$ cat src/rtl/flash_xip_ctrl_if.sv
// Request/response bus between a read client and the flash XIP controller.
interface flash_xip_ctrl_if;
   logic        req_valid;
   logic        req_ready;
   logic [23:0] req_addr;
   logic        resp_valid;
   logic        resp_ready;
   logic [31:0] resp_data;

   // Client side: issues read requests and consumes read data.
   modport master (
      output req_valid, req_addr, resp_ready,
      input  req_ready, resp_valid, resp_data
   );

   // Controller side.
   modport slave (
      input  req_valid, req_addr, resp_ready,
      output req_ready, resp_valid, resp_data
   );
endinterface

$ cat src/rtl/flash_xip_ctrl.sv
// SPI flash execute-in-place read controller: one READ (0x03) command per
// request, 24-bit address, 32 data bits returned MSB-first. SPI mode 0.
module flash_xip_ctrl #(
   parameter int unsigned SCK_DIV = 2
) (
   input  logic             clock,
   input  logic             reset,
   flash_xip_ctrl_if.slave  bus,
   output logic             spi_sck,
   output logic             spi_ss,
   output logic             spi_mosi,
   input  logic             spi_miso
);

   typedef enum logic [1:0] {IDLE, XFER, RESP} state_t;

   localparam logic [7:0] DIV_LAST = 8'(SCK_DIV - 1);

   state_t      state_q, state_d;
   logic [6:0]  bit_cnt_q, bit_cnt_d;
   logic [7:0]  div_cnt_q, div_cnt_d;
   logic        sck_q, sck_d;
   logic        ss_q, ss_d;
   logic        mosi_q, mosi_d;
   logic [31:0] tx_q, tx_d;
   logic [31:0] rx_q, rx_d;
   logic [31:0] frame;

   // State and datapath registers; reset returns to an idle, deselected bus.
   always_ff @(posedge clock) begin
      if (reset) begin
         state_q   <= IDLE;
         bit_cnt_q <= '0;
         div_cnt_q <= '0;
         sck_q     <= 1'b0;
         ss_q      <= 1'b1;
         mosi_q    <= 1'b0;
         tx_q      <= '0;
         rx_q      <= '0;
      end else begin
         state_q   <= state_d;
         bit_cnt_q <= bit_cnt_d;
         div_cnt_q <= div_cnt_d;
         sck_q     <= sck_d;
         ss_q      <= ss_d;
         mosi_q    <= mosi_d;
         tx_q      <= tx_d;
         rx_q      <= rx_d;
      end
   end

   // Next-state logic: SCK divider, command shift-out, data shift-in.
   always_comb begin
      state_d   = state_q;
      bit_cnt_d = bit_cnt_q;
      div_cnt_d = div_cnt_q;
      sck_d     = sck_q;
      ss_d      = ss_q;
      mosi_d    = mosi_q;
      tx_d      = tx_q;
      rx_d      = rx_q;
      frame     = {8'h03, bus.req_addr};

      case (state_q)
         IDLE: begin
            if (bus.req_valid) begin
               state_d   = XFER;
               ss_d      = 1'b0;
               sck_d     = 1'b0;
               bit_cnt_d = '0;
               div_cnt_d = '0;
               // First bit goes out with chip select; the rest queue behind
               // it and zeros fill in once the frame has shifted out.
               mosi_d    = frame[31];
               tx_d      = {frame[30:0], 1'b0};
            end
         end

         XFER: begin
            if (div_cnt_q == DIV_LAST) begin
               div_cnt_d = '0;
               sck_d     = ~sck_q;
               if (!sck_q) begin
                  // Rising edge: capture read data in the second half only.
                  if (bit_cnt_q >= 7'd32)
                     rx_d = {rx_q[30:0], spi_miso};
               end else if (bit_cnt_q == 7'd63) begin
                  state_d   = RESP;
                  ss_d      = 1'b1;
                  bit_cnt_d = '0;
                  mosi_d    = 1'b0;
               end else begin
                  // Falling edge: present the next bit for the coming low phase.
                  bit_cnt_d = bit_cnt_q + 7'd1;
                  mosi_d    = tx_q[31];
                  tx_d      = {tx_q[30:0], 1'b0};
               end
            end else begin
               div_cnt_d = div_cnt_q + 8'd1;
            end
         end

         RESP: begin
            if (bus.resp_ready)
               state_d = IDLE;
         end

         default: state_d = IDLE;
      endcase
   end

   assign bus.req_ready  = (state_q == IDLE) && !reset;
   assign bus.resp_valid = (state_q == RESP);
   assign bus.resp_data  = rx_q;
   assign spi_sck        = sck_q;
   assign spi_ss         = ss_q;
   assign spi_mosi       = mosi_q;

endmodule

$ cat src/flat_wrapper.sv
// flat-port wrapper written by rule: the top's interface ports become plain ports
module flash_xip_ctrl_flat 
#(
   parameter int unsigned SCK_DIV = 2
)
  (clock, reset, spi_sck, spi_ss, spi_mosi, spi_miso, bus_req_valid, bus_req_addr, bus_resp_ready, bus_req_ready, bus_resp_valid, bus_resp_data);
  flash_xip_ctrl_if bus_i ();
  input  logic clock;
  input  logic reset;
  output logic spi_sck;
  output logic spi_ss;
  output logic spi_mosi;
  input  logic spi_miso;
  input wire logic [$bits(bus_i.req_valid)-1:0] bus_req_valid;
  input wire logic [$bits(bus_i.req_addr)-1:0] bus_req_addr;
  input wire logic [$bits(bus_i.resp_ready)-1:0] bus_resp_ready;
  output wire logic [$bits(bus_i.req_ready)-1:0] bus_req_ready;
  output wire logic [$bits(bus_i.resp_valid)-1:0] bus_resp_valid;
  output wire logic [$bits(bus_i.resp_data)-1:0] bus_resp_data;
  assign bus_i.req_valid = bus_req_valid;
  assign bus_i.req_addr = bus_req_addr;
  assign bus_i.resp_ready = bus_resp_ready;
  assign bus_req_ready = bus_i.req_ready;
  assign bus_resp_valid = bus_i.resp_valid;
  assign bus_resp_data = bus_i.resp_data;
  flash_xip_ctrl #(.SCK_DIV(SCK_DIV)) u_core (.clock(clock), .reset(reset), .bus(bus_i), .spi_sck(spi_sck), .spi_ss(spi_ss), .spi_mosi(spi_mosi), .spi_miso(spi_miso));
endmodule
$ cat config.mk
export PLATFORM = sky130hd
export DESIGN_NAME = flash_xip_ctrl_flat
export DESIGN_NICKNAME = d
export VERILOG_FILES = /design/src/rtl/flash_xip_ctrl_if.sv /design/src/rtl/flash_xip_ctrl.sv /design/src/flat_wrapper.sv
export SDC_FILE = /design/constraint.sdc
export NUM_CORES = 1
export LEC_CHECK = 0
export ABC_CLOCK_PERIOD_IN_PS = 2500
export BUFFER_PORTS_ARGS = -buffer_cell sky130_fd_sc_hd__buf_2
export CAP_MARGIN = 20
export CORE_MARGIN = 8
export CORE_UTILIZATION = 42
export CTS_CLUSTER_SIZE = 14
export DETAILED_ROUTE_END_ITERATION = 16
export HOLD_SLACK_MARGIN = 0.08
export MAX_ROUTING_LAYER = met4
export PLACE_DENSITY = 0.68
export SLEW_MARGIN = 20
export SYNTH_ARGS = -nofsm -noshare
export SYNTH_HDL_FRONTEND = slang
export SYNTH_SLANG_ARGS = --single-unit
export TNS_END_PERCENT = 100
$ cat constraint.sdc
create_clock -name clock -period 2.5 [get_ports clock]
set_clock_uncertainty 0.15 [all_clocks]
set_input_delay 0.25 -clock clock [delete_from_list [all_inputs] [get_ports clock]]
set_output_delay 0.25 -clock clock [all_outputs]
set_load 0.1 [all_outputs]
Word level (Yosys, flattened, before mapping)
Cells that the tools add are included.

storage, ports and cells
  flip-flop bits (word level) = 84
  logic and storage cells = 63

cells by class
  add/sub/neg operators = 2
  $lt $le $gt $ge = 1
  equality and inequality tests = 10
  mux-type cells = 30
  bitwise operators = 1
  reductions and logical operators = 11

operator list
  kind                                                               number
  2-to-1 mux 32 bit                                                  4
  one-hot mux 32 bit (2 select lines)                                1
  2-to-1 mux 7 bit                                                   4
  2-to-1 mux 8 bit                                                   2
  one-hot mux 8 bit (2 select lines)                                 1
  AND reduction 5 bit                                                3
  one-hot mux 7 bit (2 select lines)                                 1
  2-to-1 mux 2 bit                                                   5
  adder 8 x 1 -> 8 bit, second input constant                        1
  equality test 8 x 1 -> 1 bit, second input constant                1
  2-to-1 mux 1 bit                                                   8
  AND reduction 4 bit                                                2
  adder 7 x 1 -> 7 bit, second input constant                        1
  equality test 7 x 6 -> 1 bit, second input constant                1
  greater-or-equal comparator 7 x 6 -> 1 bit, second input constant  1
  inequality test 2 x 1 -> 1 bit, second input constant              3
  inequality test 2 bit, second input constant                       3
  one-hot mux 1 bit (2 select lines)                                 3
  one-hot mux 2 bit (3 select lines)                                 1
  AND reduction 3 bit                                                1
  equality test 2 x 1 -> 1 bit, second input constant                1
  equality test 2 bit, second input constant                         1
  zero test 2 bit                                                    1
  AND reduction 2 bit                                                1
  other kinds (4)                                                    4

Logic depth before layout (Yosys ltp)
  word-level depth = 5
  mapped depth = 8
  gate-level depth less buffers = 6

Worst setup path before layout
No wires, ideal clock.

  path type = in2out
  start = input reset
  end = output bus_req_ready
  arrival time = 2.666 ns
  data required time = 2.100 ns
  slack = -0.566 ns
  stages = 3
  cell sequence = clkbuf_1 -> clkbuf_1 -> nor3_1

between the ends
  cells in the longest elaborated chain, start to end = 2

ends and longest elaborated chain
  element             line                   text
  start: declaration  flat_wrapper.sv:9      input logic reset;
  zero test 1 bit     flash_xip_ctrl.sv:112  assign bus.req_ready = (state_q == IDLE) && !reset;
  logical AND 1 bit   flash_xip_ctrl.sv:112
  end: declaration    flat_wrapper.sv:17     output wire logic [$bits(bus_i.req_ready)-1:0] bus_req_ready;

No other way between the ends.

Final worst setup path
  start = register u_core.div_cnt_q[0]
  end = register u_core.tx_q[12]

between the ends
  cells in the longest elaborated chain, start to end = 3

ends and longest elaborated chain
  element                                          line                  text
  start: declaration                               flash_xip_ctrl.sv:21  logic [7:0] div_cnt_q, div_cnt_d;
  start signal: assignment                         flash_xip_ctrl.sv:43  div_cnt_q <= div_cnt_d;
  equality test 8 x 1 -> 1 bit                     flash_xip_ctrl.sv:80  if (div_cnt_q == DIV_LAST) begin
  inequality test 2 x 1 -> 1 bit (no source line)  -
  AND reduction 5 bit (no source line)             -
  end signal: assignment                           flash_xip_ctrl.sv:47  tx_q <= tx_d;
  end: declaration                                 flash_xip_ctrl.sv:25  logic [31:0] tx_q, tx_d;

No other way between the ends.
A chain may end at the register's enable or synchronous reset.

==> out/results.ini <==
[setup_path]
reg2reg_from=u_core.div_cnt_q[0]
required_ps=2600
critical-path-max-stage-delay_ps=390
cp_num_buf_inv=1
critPathKind=register to register
critical_path.top_delay_family=compound AO/OA/AOI/OAI gates
cp_slowest_cell=dfxtp_1
cp_max_fo=34
cp_cell_sequence=ha_1 > nor4b_4 > a41o_1 > buf_12 > a21oi_1 > a311oi_1
critical_path_arrival_ps=2190
end_kind=register
setup.worst_path.start_class=register
critPathLaunch=u_core.div_cnt_q[0]

[floorplan]
die_h_um=107
die-area_mm2=0.0115
io_pins=66
die_x_um=107
rows=33
core_mm2=0.00813
start_util_pct=42.8

[detailed_routing]
drc=0
ant_nets=0
drtIter0Drc=195
wirelength_mm=8.58
vias=3328
wire_per_inst_um=13.9
via_per_inst=5.39
dr.pass1.iters=5

[final_layout]
num-fill-cells=756
fin_nets=540
multi_input_area_mm2=0.00166
layout_common_cells=118 x nand2_1, 83 x dfxtp_1, 78 x a21oi_1, 65 x buf_2, 28 x a311oi_1
area_growth_pct=27.6
finish.instance_area_mm2=0.00444
drive_gt1_share_pct=20.5
diodes=0
seq_area_mm2=0.00166
layout_commonest_cell=nand2_1

[clocking]
clk_transition_reported_paths_ps=90
htreeDepth=3
cts_root_buf=clkbuf_8
cts_tree=done
clock_latency_ps=350
clk_path_buf_depth=2
cts_resized=0
cts_buffers=9
clock-sinks=83

[sta]
tns_ps=0
finalHoldViolations=0
rsz0062_at_grt=false
setup_viol=0
fin_crit_sh_pct=83.5
timing.final.crit_period_ps=2090
max_freq_mhz=479
relSlewSlack_pct=66.7
worst_pin_slew_ps=503
maxSlewViolCount=0

[run_status]
status=finished clean

[hold_path]
holdCritStartpoint=bus_resp_ready
hold_path_class=input pin to register

[synth]
synth_compound_area_share_pct=23.5
synth_xor_area_share_pct=0
synth_cells=428
synth.area.mux_share_pct=0.324
synth_top_family_by_area=compound AO/OA/AOI/OAI gates
avgSynthCellArea_um2=8.13
synth_flop_cell=dfxtp_1
yosys.area_share.adder_pct=1.08
synthSimpleGateAreaFrac_pct=22.6
yosysWarnings=0
seq_area_frac_synth_pct=47.8
synth-seq-cells=83
synth-edff-count=0
synth_nets=460
synth_async_sr_flop_share_pct=0
syn_area_mm2=0.00348
yosysUniqueCellTypes=42

[grt]
grt_usage_pct=15.8
grt_pass1_vias=3094
grt_overflow=0
antenna_found_initial=0
grt_pass1_wl_mm=14.7
grt_max_degree=45

[place]
placement.io_buffers=65
place.gp.congestion=0.761
dpl_cell_area_mm2=0.00391
dp_hpwl_mm=5.36

[power]
leakagePower_nw=1.72
peakVddDrop_v=0.000302
powerDensity_mw_per_mm2=691

[flow_run]
cap_violations=0

## routing by layer
| metal | GRT usage, % | part of all wire (%) |
|---|---|---|
| met1 | 20.2 | 46 |
| met2 | 23.1 | 45 |
| met3 | 3.72 | 6.9 |
| met4 | 6.73 | 1.3 |
| met5 | - | 0 |
## path summary, 6_finish.rpt
path                              endpoint  slack, ps  cells past startpoint
setup / recovery           u_core.tx_q[12]        410                      6
hold / removal           u_core.state_q[1]        120                      4
setup reg to reg           u_core.tx_q[12]        410                      6
hold reg to reg   u_core.bus.resp_data[31]        310                      2
## power breakdown
| group | internal, mW | switching, mW | total (mW) | leakage [nW] |
|---|---|---|---|---|
| combinational | 0.151 | 0.234 | 0.385 | 0.908 |
| sequential | 1.38 | 0.0366 | 1.41 | 0.675 |
| clock | 0.775 | 0.494 | 1.27 | 0.135 |
## layout make-up
class | count | share of cell area [%]
flip-flops and latches | 83 | 37.5
inverters | 3 | 0.254
clock buffers | 9 | 2.79
multi-input cells | 306 | 37.4
clock inverters | 7 | 3.30
well taps | 105 | 2.96
repair buffers | 105 | 15.8
## tightest hold or removal path, delay by kind of cell
family          cells  cell delay, ps
buf+inv             2             110
compound gates      1             150
simple gates        1              60
## state kept, by name, indices dropped and copies added, names as in the netlist
name / flops
u_core.spi_ss: 1
u_core.state_q: 2
u_core.bus.resp_data: 32
u_core.bit_cnt_q: 7
u_core.spi_sck: 1
u_core.div_cnt_q: 8
u_core.tx_q: 31
u_core.spi_mosi: 1
## kinds of logic after synthesis
group,Yosys count
muxes,1
and+or+nand+nor,171
buffers and inverters,39
adders and majority gates,3
AOI/OAI and AO/OA,131
DFF,83
## per-stage QoR
| stage | total power [mW] | util (%) | hold slack (ps) | instances | setup WS (ps) |
|---|---|---|---|---|---|
| after global placement | 1.79 | 48.0 | 290 | 576 | 478 |
| after detailed placement | 1.80 | 48.0 | 299 | 576 | 429 |
| final | 3.07 | 54.5 | 125 | 618 | 411 |
| after CTS | 3.10 | 54.5 | 111 | 618 | 397 |
| after global routing | 3.22 | 54.5 | 205 | 618 | 255 |
| after floorplan | 1.69 | - | 236 | 428 | 12.8 |
## what timing repair did
action / 4_1_cts / 5_1_grt
hold buffers: 26 / 0
setup buffers: 0 / 0
endpoints found under the hold margin: 26 / 0
## synth_stat cells (3+ instances only)
library cell,n,share of area [%]
a21oi_1,78,11
nand2_1,118,13
dfxtp_1,83,48
inv_1,3,0.32
o21ai_0,10,1.4
nand2b_1,5,0.90
or4_1,3,0.65
and3_1,3,0.54
ha_1,3,1.1
nand3_1,6,0.86
a311oi_1,28,7.1
nor2b_1,4,0.72
buf_2,9,1.3
clkbuf_1,25,2.7
nand4_1,8,1.4
nor3_1,6,0.86
nor2_1,5,0.54
Power figures use the tool's default switching activity.
